==> src/rtl/wbs_ctrl.sv <==
// wbs_ctrl: Wishbone slave bridging the management bus (0x3xxx_xxxx) onto the
// accelerator's mode/debug registers, query-patch memory, banked leaf memory
// and internal-node memory. Wide memory words are accessed as 32-bit
// lower/upper halves; a lower-half write only fills a holding register, and
// the upper-half write commits the full word.
//
// Optional feature: define WBS_NODE_MEM_EN to map region 0x4 onto the node
// memory port. Without it, region 0x4 acks like an unmapped offset.
//
//   state  | meaning
//   IDLE   | waiting for a request; registers written, target latched
//   MEM    | selected memory strobed for one cycle (web low on commit)
//   WAIT   | read data from the 1-cycle SRAM sampled into wbs_dat_o
//   ACK    | wbs_ack_o high for one cycle
module wbs_ctrl #(
    parameter int DATA_WIDTH = 11,
    parameter int LEAF_SIZE  = 8,
    parameter int PATCH_SIZE = 5,
    parameter int ROW_SIZE   = 24,
    parameter int COL_SIZE   = 17,
    parameter int K          = 4,
    parameter int NUM_LEAVES = 64,
    parameter int NUM_QUERYS = ROW_SIZE * COL_SIZE,
    parameter int QA         = $clog2(NUM_QUERYS),
    parameter int LEAF_ADDRW = $clog2(NUM_LEAVES)
) (
    input  logic                             wb_clk_i,
    input  logic                             rst_n,
    input  logic                             wbs_stb_i,
    input  logic                             wbs_cyc_i,
    input  logic                             wbs_we_i,
    input  logic [3:0]                       wbs_sel_i,
    input  logic [31:0]                      wbs_dat_i,
    input  logic [31:0]                      wbs_adr_i,
    output logic                             wbs_ack_o,
    output logic [31:0]                      wbs_dat_o,
    output logic                             wbs_mode,
    output logic                             wbs_debug,
    output logic                             wbs_qp_mem_csb0,
    output logic                             wbs_qp_mem_web0,
    output logic [QA-1:0]                    wbs_qp_mem_addr0,
    output logic [PATCH_SIZE*DATA_WIDTH-1:0] wbs_qp_mem_wpatch0,
    input  logic [PATCH_SIZE*DATA_WIDTH-1:0] wbs_qp_mem_rpatch0,
    output logic [LEAF_SIZE-1:0]             wbs_leaf_mem_csb0,
    output logic [LEAF_SIZE-1:0]             wbs_leaf_mem_web0,
    output logic [LEAF_ADDRW-1:0]            wbs_leaf_mem_addr0,
    output logic [63:0]                      wbs_leaf_mem_wleaf0,
    input  logic [64*LEAF_SIZE-1:0]          wbs_leaf_mem_rleaf0,
    output logic                             wbs_node_mem_web,
    output logic [31:0]                      wbs_node_mem_addr,
    output logic [31:0]                      wbs_node_mem_wdata,
    input  logic [31:0]                      wbs_node_mem_rdata
);

    localparam int PW = PATCH_SIZE * DATA_WIDTH;
    localparam int BW = $clog2(LEAF_SIZE);

    typedef enum logic [1:0] {S_IDLE, S_MEM, S_WAIT, S_ACK} state_t;
    typedef enum logic [1:0] {T_QP, T_LEAF, T_NODE, T_NONE} tgt_t;

    state_t                r_state;
    state_t                w_next;
    tgt_t                  r_tgt;
    logic                  r_we;
    logic                  r_hi;
    logic                  r_ack;
    logic [31:0]           r_dat_o;
    logic                  r_mode;
    logic                  r_debug;
    logic [31:0]           r_hold;
    logic [QA-1:0]         r_qp_addr;
    logic [PW-1:0]         r_qp_wpatch;
    logic [BW-1:0]         r_bank;
    logic [LEAF_ADDRW-1:0] r_leaf_addr;
    logic [63:0]           r_leaf_wdata;
`ifdef WBS_NODE_MEM_EN
    logic [31:0]           r_node_addr;
    logic [31:0]           r_node_wdata;
`endif

    logic                  w_req;
    logic [3:0]            w_region;
    logic [23:0]           w_off;
    logic                  w_is_node;
    logic                  w_is_mem;
    logic                  w_mem_cyc;
    logic [63:0]           w_qp_full;
    logic [63:0]           w_qp_ext;
    logic [63:0]           w_leaf_word;
    logic [31:0]           w_rd_data;
    logic                  w_unused;

    assign w_req     = wbs_stb_i && wbs_cyc_i && (wbs_adr_i[31:28] == 4'h3);
    assign w_region  = wbs_adr_i[27:24];
    assign w_off     = wbs_adr_i[23:0];
`ifdef WBS_NODE_MEM_EN
    assign w_is_node = (w_region == 4'h4);
`else
    assign w_is_node = 1'b0;
`endif
    assign w_is_mem  = (w_region == 4'h1) || (w_region == 4'h2) || w_is_node;
    assign w_mem_cyc = (r_state == S_MEM);

    // Upper-half qp commit: upper data bits above the patch width are dropped.
    assign w_qp_full = {wbs_dat_i, r_hold};
    assign w_qp_ext  = {{(64 - PW){1'b0}}, wbs_qp_mem_rpatch0};

    assign w_unused = ^{wbs_sel_i, wbs_adr_i, wbs_node_mem_rdata, w_qp_full[63:PW], 1'(K)};

    // Leaf bank word selected by the latched bank index.
    always_comb begin
        w_leaf_word = '0;
        for (int b = 0; b < LEAF_SIZE; b++) begin
            if (r_bank == BW'(b)) w_leaf_word = wbs_leaf_mem_rleaf0[b*64 +: 64];
        end
    end

    // Read-data mux for the WAIT sample.
    always_comb begin
        w_rd_data = '0;
        case (r_tgt)
            T_QP:   w_rd_data = r_hi ? w_qp_ext[63:32] : w_qp_ext[31:0];
            T_LEAF: w_rd_data = r_hi ? w_leaf_word[63:32] : w_leaf_word[31:0];
`ifdef WBS_NODE_MEM_EN
            T_NODE: w_rd_data = wbs_node_mem_rdata;
`endif
            default: w_rd_data = '0;
        endcase
    end

    // FSM state register.
    always_ff @(posedge wb_clk_i or negedge rst_n) begin
        if (!rst_n) r_state <= S_IDLE;
        else        r_state <= w_next;
    end

    // FSM next state and memory strobes (strobes only ever active in MEM).
    always_comb begin
        w_next             = r_state;
        wbs_qp_mem_csb0    = 1'b1;
        wbs_qp_mem_web0    = 1'b1;
        wbs_leaf_mem_csb0  = '1;
        wbs_leaf_mem_web0  = '1;
        wbs_node_mem_web   = 1'b1;
        case (r_state)
            S_IDLE: begin
                if (w_req) begin
                    if (w_is_mem && !(wbs_we_i && !wbs_adr_i[0] && !w_is_node))
                        w_next = S_MEM;
                    else
                        w_next = S_ACK;
                end
            end
            S_MEM:   w_next = r_we ? S_ACK : S_WAIT;
            S_WAIT:  w_next = S_ACK;
            S_ACK:   w_next = S_IDLE;
            default: w_next = S_IDLE;
        endcase
        if (w_mem_cyc && r_tgt == T_QP) begin
            wbs_qp_mem_csb0 = 1'b0;
            wbs_qp_mem_web0 = !r_we;
        end
        for (int b = 0; b < LEAF_SIZE; b++) begin
            if (w_mem_cyc && r_tgt == T_LEAF && r_bank == BW'(b)) begin
                wbs_leaf_mem_csb0[b] = 1'b0;
                wbs_leaf_mem_web0[b] = !r_we;
            end
        end
`ifdef WBS_NODE_MEM_EN
        if (w_mem_cyc && r_tgt == T_NODE) wbs_node_mem_web = !r_we;
`endif
    end

    // Request decode, register writes, target latch and read-data capture.
    always_ff @(posedge wb_clk_i or negedge rst_n) begin
        if (!rst_n) begin
            r_ack        <= 1'b0;
            r_dat_o      <= '0;
            r_mode       <= 1'b0;
            r_debug      <= 1'b0;
            r_hold       <= '0;
            r_tgt        <= T_NONE;
            r_we         <= 1'b0;
            r_hi         <= 1'b0;
            r_qp_addr    <= '0;
            r_qp_wpatch  <= '0;
            r_bank       <= '0;
            r_leaf_addr  <= '0;
            r_leaf_wdata <= '0;
`ifdef WBS_NODE_MEM_EN
            r_node_addr  <= '0;
            r_node_wdata <= '0;
`endif
        end else begin
            r_ack <= (w_next == S_ACK);
            case (r_state)
                S_IDLE: begin
                    if (w_req) begin
                        r_we  <= wbs_we_i;
                        r_hi  <= wbs_adr_i[0];
                        r_tgt <= T_NONE;
                        case (w_region)
                            4'h0: begin
                                if (wbs_we_i) begin
                                    if (w_off == 24'd0)      r_mode  <= wbs_dat_i[0];
                                    else if (w_off == 24'd1) r_debug <= wbs_dat_i[0];
                                end else begin
                                    if (w_off == 24'd0)      r_dat_o <= {31'b0, r_mode};
                                    else if (w_off == 24'd1) r_dat_o <= {31'b0, r_debug};
                                    else                     r_dat_o <= '0;
                                end
                            end
                            4'h1: begin
                                r_tgt     <= T_QP;
                                r_qp_addr <= wbs_adr_i[QA:1];
                                if (wbs_we_i && !wbs_adr_i[0]) r_hold      <= wbs_dat_i;
                                if (wbs_we_i && wbs_adr_i[0])  r_qp_wpatch <= w_qp_full[PW-1:0];
                            end
                            4'h2: begin
                                r_tgt       <= T_LEAF;
                                r_bank      <= wbs_adr_i[BW:1];
                                r_leaf_addr <= wbs_adr_i[BW+LEAF_ADDRW:BW+1];
                                if (wbs_we_i && !wbs_adr_i[0]) r_hold       <= wbs_dat_i;
                                if (wbs_we_i && wbs_adr_i[0])  r_leaf_wdata <= {wbs_dat_i, r_hold};
                            end
`ifdef WBS_NODE_MEM_EN
                            4'h4: begin
                                r_tgt        <= T_NODE;
                                r_node_addr  <= {9'b0, wbs_adr_i[23:1]};
                                if (wbs_we_i) r_node_wdata <= wbs_dat_i;
                            end
`endif
                            default: begin
                                if (!wbs_we_i) r_dat_o <= '0;
                            end
                        endcase
                    end
                end
                S_WAIT:  r_dat_o <= w_rd_data;
                default: ;
            endcase
        end
    end

    assign wbs_ack_o           = r_ack;
    assign wbs_dat_o           = r_dat_o;
    assign wbs_mode            = r_mode;
    assign wbs_debug           = r_debug;
    assign wbs_qp_mem_addr0    = r_qp_addr;
    assign wbs_qp_mem_wpatch0  = r_qp_wpatch;
    assign wbs_leaf_mem_addr0  = r_leaf_addr;
    assign wbs_leaf_mem_wleaf0 = r_leaf_wdata;
`ifdef WBS_NODE_MEM_EN
    assign wbs_node_mem_addr   = r_node_addr;
    assign wbs_node_mem_wdata  = r_node_wdata;
`else
    assign wbs_node_mem_addr   = '0;
    assign wbs_node_mem_wdata  = '0;
`endif

endmodule

==> config.mk <==
export PLATFORM = sky130hd
export DESIGN_NAME = wbs_ctrl
export DESIGN_NICKNAME = d
export VERILOG_FILES = /design/src/rtl/wbs_ctrl.sv
export SDC_FILE = /design/constraint.sdc
export NUM_CORES = 1
export LEC_CHECK = 0
export ABC_AREA = 1
export CAP_MARGIN = 20
export CORE_AREA = 2 2 363 365
export CTS_CLUSTER_SIZE = 10
export DETAILED_ROUTE_END_ITERATION = 8
export DIE_AREA = 0 0 365 367
export PLACE_DENSITY = 0.3
export SKIP_CTS_REPAIR_TIMING = 1
export SLEW_MARGIN = 20
export SYNTH_ARGS = -nofsm -noshare
export SYNTH_HDL_FRONTEND = slang
export SYNTH_SLANG_ARGS = --single-unit
export TNS_END_PERCENT = 30
==> constraint.sdc <==
create_clock -name wb_clk_i -period 2.5 [get_ports wb_clk_i]
set_input_delay 0.625 -clock wb_clk_i [delete_from_list [all_inputs] [get_ports wb_clk_i]]
set_output_delay 0.625 -clock wb_clk_i [all_outputs]
set_load 0.005 [all_outputs]
==> results of run 1 <==
synthesized netlist by cell type (all sizes together):
| library cell | count |
|---|---|
| o21ai | 194 |
| dfstp | 2 |
| ha | 3 |
| conb | 2 |
| nand4 | 74 |
| dfrtp | 208 |
| o31ai | 1 |
| nor2 | 204 |
| or2 | 39 |
| a21oi | 91 |
| clkinv | 2 |
| inv | 179 |
| mux2i | 2 |
| o221ai | 1 |
| buf | 112 |
| nand2 | 739 |
| clkbuf | 70 |
| nand3 | 126 |
| nor3 | 9 |
power breakdown:
part           switching (W)  internal, W
sequential          0.000221      0.00372
clock                0.00167      0.00236
combinational        0.00346      0.00278
per-layer routing:
layer	part of all wire, %	track usage, %	vias to the layer above
li1	-	-	8152
met5	0.15	0	-
met4	1.6	2.99	24
met3	9.8	5.84	101
met1	41	18.3	7586
met2	47	25.8	632
worst min-delay path: cells and delay by family (launching register included):
kind	cells	cell delay (ns)
flops	1	0.34
simple gates	2	0.10
state kept, by name, indices dropped and copies added, names as in the netlist:
register,flops
wbs_leaf_mem_wleaf0,64
wbs_qp_mem_wpatch0,55
r_hold,32
wbs_dat_o,32
wbs_qp_mem_addr0,9
wbs_leaf_mem_addr0,6
r_bank,3
r_state,2
r_tgt,2
r_hi,1
r_we,1
wbs_ack_o,1
wbs_debug,1
wbs_mode,1
cells by family after synthesis:
family	count (synthesis)	share of synthesized area (%)
other	2	0.0560
DFF	210	39.2
and+or+nand+nor	1191	37.0
AOI/OAI and AO/OA	287	10.8
muxes	2	0.149
adders and majority gates	3	0.280
buffers and inverters	363	12.6
final cells by class:
type | instances | area [µm²] | area share (%)
well taps | 1755 | 2200 | 8.52
clock buffers | 42 | 823 | 3.19
clock inverters | 6 | 71.3 | 0.277
inverters | 181 | 681 | 2.64
flip-flops and latches | 210 | 5270 | 20.4
diodes | 10 | 25.0 | 0.0971
multi-input cells | 1548 | 6870 | 26.7
repair buffers | 970 | 9830 | 38.2
worst paths after layout:
path	start	end	depth (start not counted)
worst max-delay path	r_tgt[0]	wbs_leaf_mem_web0[4]	9
worst min-delay path	wbs_dat_o[3]	wbs_dat_o[3]	2
worst max register to register	r_bank[0]	wbs_dat_o[2]	15
worst min register to register	wbs_dat_o[3]	wbs_dat_o[3]	2
max in group asynchronous	rst_n	wbs_dat_o[1]	3
min in group asynchronous	rst_n	wbs_leaf_mem_wleaf0[58]	2
through the flow:
step / worst slack [ns] / total power [W] / TNS [ns]
floorplan: 0.444 / 0.00583 / 0
global placement: -0.262 / 0.0102 / -17.31
detailed placement: -0.259 / 0.0102 / -18.85
CTS: -0.576 / 0.0144 / -9.21
global route: -0.364 / 0.0153 / -5.16
finish: -0.248 / 0.0142 / -2.83
==> out/metrics.yaml, run 1 <==
critical_path:
  cp_data_required_time_ns: 1.88
  path_class: "register to primary output"
  ff2ff_setup_slack_ns: 0.08
  end_kind: "primary output"
  start_kind: "register"
  path_delay_family: "buffers and inverters"
  crit_arrival_ns: 2.12
  path_max_fanout: 8
  worstPathCellList: "inv_2 > nor2_4 > inv_2 > nor2_4 > buf_6 > buf_12 > buf_6 > nand3_2 > buf_2"
  cp_num_buf_inv: 6
  slowest_delay_ns: 0.54
  crit_slowest_cell: "dfstp_2"
synth:
  synth_seq_cells: 210
  ys_warn_count: 0
  avgSynthCellArea_um2: 6.52
  synthTopCellsByArea: "dfrtp_1, nand2_1, o21ai_0"
  yosys.area.top_type: "dfrtp_1"
  synth_top_cell_area_share_pct: 38.8
  ys_seq_area_share_pct: 39.2
  netlist_instances: 2058
  syn_area_um2: 13400
  synthDistinctLibCells: 29
cells_and_area:
  stdcell_count: 4722
  design_area_um2: 25800
  final_common_cell: "clkdlybuf4s50_1"
  final_cell_mix: "clkdlybuf4s50_1, nand2_1, dfrtp_1, nor2_1, o21ai_0"
  drive_gt1_share_pct: 9.94
  fin_nets: 3614
  fin_util_pct: 19.8
  nFillCells: 15000
  area_growth_pct: 92.0
placement:
  place_hpwl_um: 89300
  placed_area_um2: 24600
  place.gp.congestion: 0.851
  port_buffers: 822
  dp_cells: 4651
cts:
  cts.sinks: 210
  clock_path_buffers: 3
  cts_inserted_buffers: 28
  clock_latency_ns: 0.59
  htreeDepth: 1
  cts_tree: "done"
  clkSlewWorstSetupHoldPaths_ns: 0.06
  cts_root_buffer: "clkbuf_16"
sta:
  finalCritPeriodShare_pct: 110
  clock-skew-final_ns: 0.0351
  setup_slack_ns: -0.248
  slew_headroom_pct: 61.1
  fmax_mhz: 364
  worst_pin_slew_ns: 0.583
  hold_viol_final: 0
  min_period_ns: 2.75
  hold_ws_ns: 0.478
  setup_viol: 16
  rsz0062_at_grt: "yes"
  finalMaxSlewViolations: 0
worst_hold_path:
  hold_class: "register to register"
global_route:
  grt_pass1_wl_um: 142000
  antenna_found_initial: 35
  grt_util_all_layers_pct: 15.2
  grt_max_degree: 75
  grt_pass1_vias: 17400
  grt_remaining_overflow: 0
detailed_routing:
  antenna_left: 0
  first_iter_violations: 888
  wl_per_cell_um: 22.8
  drc_errors: 0
  viasPerCell: 3.49
  wl_um: 107000
  firstDrtPassIters: 5
  vias: 16500
floorplanning:
  initial_utilization_pct: 10.3
  ios: 924
  fp.dieH_um: 367
  rows: 133
  die_area_um2: 134000
  die_w_um: 365
  core_um2: 130000
status:
  violations: "negative setup slack"
  status: "finished with violations"
power:
  p_leak_nw: 11.1
  ir_drop_uv: 433
  cellPowerDensity_nw_per_um2: 552
flow_run:
  drv_cap: 0
Power figures use the tool's default switching activity.
==> run 2: changes to the inputs <==
clock period = 2.55 ns   (was 2.5 ns; I/O delays follow)
==> out/metrics.yaml, run 2 (synthesized netlist as in run 1, its figures left out) <==
detailed_routing:
  firstDrtPassIters: 5
  wl_per_cell_um: 22.9
  drc_errors: 0
  vias: 16500
  first_iter_violations: 859
  antenna_left: 0
  wl_um: 108000
  viasPerCell: 3.50
cts:
  clkSlewWorstSetupHoldPaths_ns: 0.06
  cts_tree: "done"
  clock_path_buffers: 3
  htreeDepth: 1
  clock_latency_ns: 0.58
  cts_inserted_buffers: 27
  cts_root_buffer: "clkbuf_16"
  cts.sinks: 210
cells_and_area:
  final_cell_mix: "clkdlybuf4s50_1, nand2_1, dfrtp_1, nor2_1, o21ai_0"
  drive_gt1_share_pct: 9.16
  stdcell_count: 4702
  final_common_cell: "clkdlybuf4s50_1"
  largest_reg_flops: 64
  fin_nets: 3599
  area_growth_pct: 91.1
  fin_util_pct: 19.6
floorplanning:
  fp.dieH_um: 367
  die_w_um: 365
  rows: 133
  die_area_um2: 134000
  initial_utilization_pct: 10.3
  core_um2: 130000
  ios: 924
sta:
  rsz0062_at_grt: "yes"
  slew_headroom_pct: 60.4
  finalCritPeriodShare_pct: 110
  finalMaxSlewViolations: 0
  worst_pin_slew_ns: 0.593
  min_period_ns: 2.80
  hold_viol_final: 0
  setup_slack_ns: -0.245
  setup_viol: 16
  clock-skew-final_ns: 0.0159
  fmax_mhz: 358
critical_path:
  crit_arrival_ns: 2.16
  slowest_delay_ns: 0.54
  start_kind: "register"
  crit_slowest_cell: "dfstp_2"
  path_class: "register to primary output"
  path_max_fanout: 5
  ff2ff_setup_slack_ns: 0.06
  worstPathCellList: "inv_2 > nor2_4 > inv_4 > nor2_4 > clkbuf_16 > buf_8 > buf_6 > nand2_4 > buf_6"
  cp_data_required_time_ns: 1.91
  end_kind: "primary output"
global_route:
  grt_pass1_vias: 17100
  grt_util_all_layers_pct: 15.3
  grt_max_degree: 65
  grt_remaining_overflow: 0
  grt_pass1_wl_um: 142000
  antenna_found_initial: 37
power:
  p_leak_nw: 11.0
  ir_drop_uv: 469
  cellPowerDensity_nw_per_um2: 540
placement:
  dp_cells: 4641
  place.gp.congestion: 0.849
  place_hpwl_um: 89900
  port_buffers: 822
status:
  status: "finished with violations"
  violations: "negative setup slack"
flow_run:
  drv_cap: 0
worst_hold_path:
  hold_class: "input port to async pin"
[run 2: changes by cell type in the layout (fill, tap and decap cells not counted), moves of 3 or more]
cell,change
buf_4,-12
buf_6,-3
nand3_1,+3
clkbuf_8,-3
nand2_2,-3
inv_2,-4
nand3_2,-4
nand2_1,+3
[run 2: routing by layer]
layer	track usage, %	vias to the layer above	part of all wire (%)
met5	0	-	0.17
met4	2.43	30	1.4
met3	5.89	111	9.8
met2	26.2	621	47
met1	18.2	7564	41
li1	-	8131	-
[run 2: layout make-up]
class                      instances  area [µm²]
inverter                         181         687
sequential                       210        5260
tap                             1755        2200
multi-input combinational       1548        6870
clock inverter                     6         120
fill                           15000      105000
antenna                           10        25.0
timing repair buffer             956        9730
clock buffer                      36         749
[run 2: worst paths after layout]
check / from / endpoint / depth (start not counted)
worst max-delay path: r_tgt[0] / wbs_leaf_mem_csb0[2] / 9
worst min-delay path: rst_n / wbs_leaf_mem_wleaf0[22] / 1
worst max register to register: r_bank[2] / wbs_dat_o[7] / 15
worst min register to register: wbs_dat_o[31] / wbs_dat_o[31] / 2
max in group asynchronous: rst_n / r_we / 2
min in group wb_clk_i: wbs_dat_o[31] / wbs_dat_o[31] / 2
[run 2: metrics by stage]
step	area (µm²)	power, W	setup TNS (ns)	worst slack [ns]	hold slack (ns)
after detailed placement	24600	0.00996	-15.87	-0.235	0.465
final	25600	0.0138	-2.27	-0.245	0.0388
after global placement	24600	0.00997	-16.29	-0.225	0.463
after global routing	25600	0.0149	-4.25	-0.341	0.0559
after floorplan	13700	0.00572	0	0.482	0.342
after CTS	25400	0.0141	-8.28	-0.559	0.0240
[run 2: report_power, final]
group          switching [W]  internal, W
Clock                0.00162      0.00234
Sequential          0.000226      0.00365
Combinational        0.00332      0.00269
Total                0.00517      0.00868
[run 2: worst max-delay path, delay by kind of cell, from the launching register on]
family,cells,cell delay (ns)
DFF,1,0.54
and+or+nand+nor,3,0.42
buffers and inverters,6,0.61
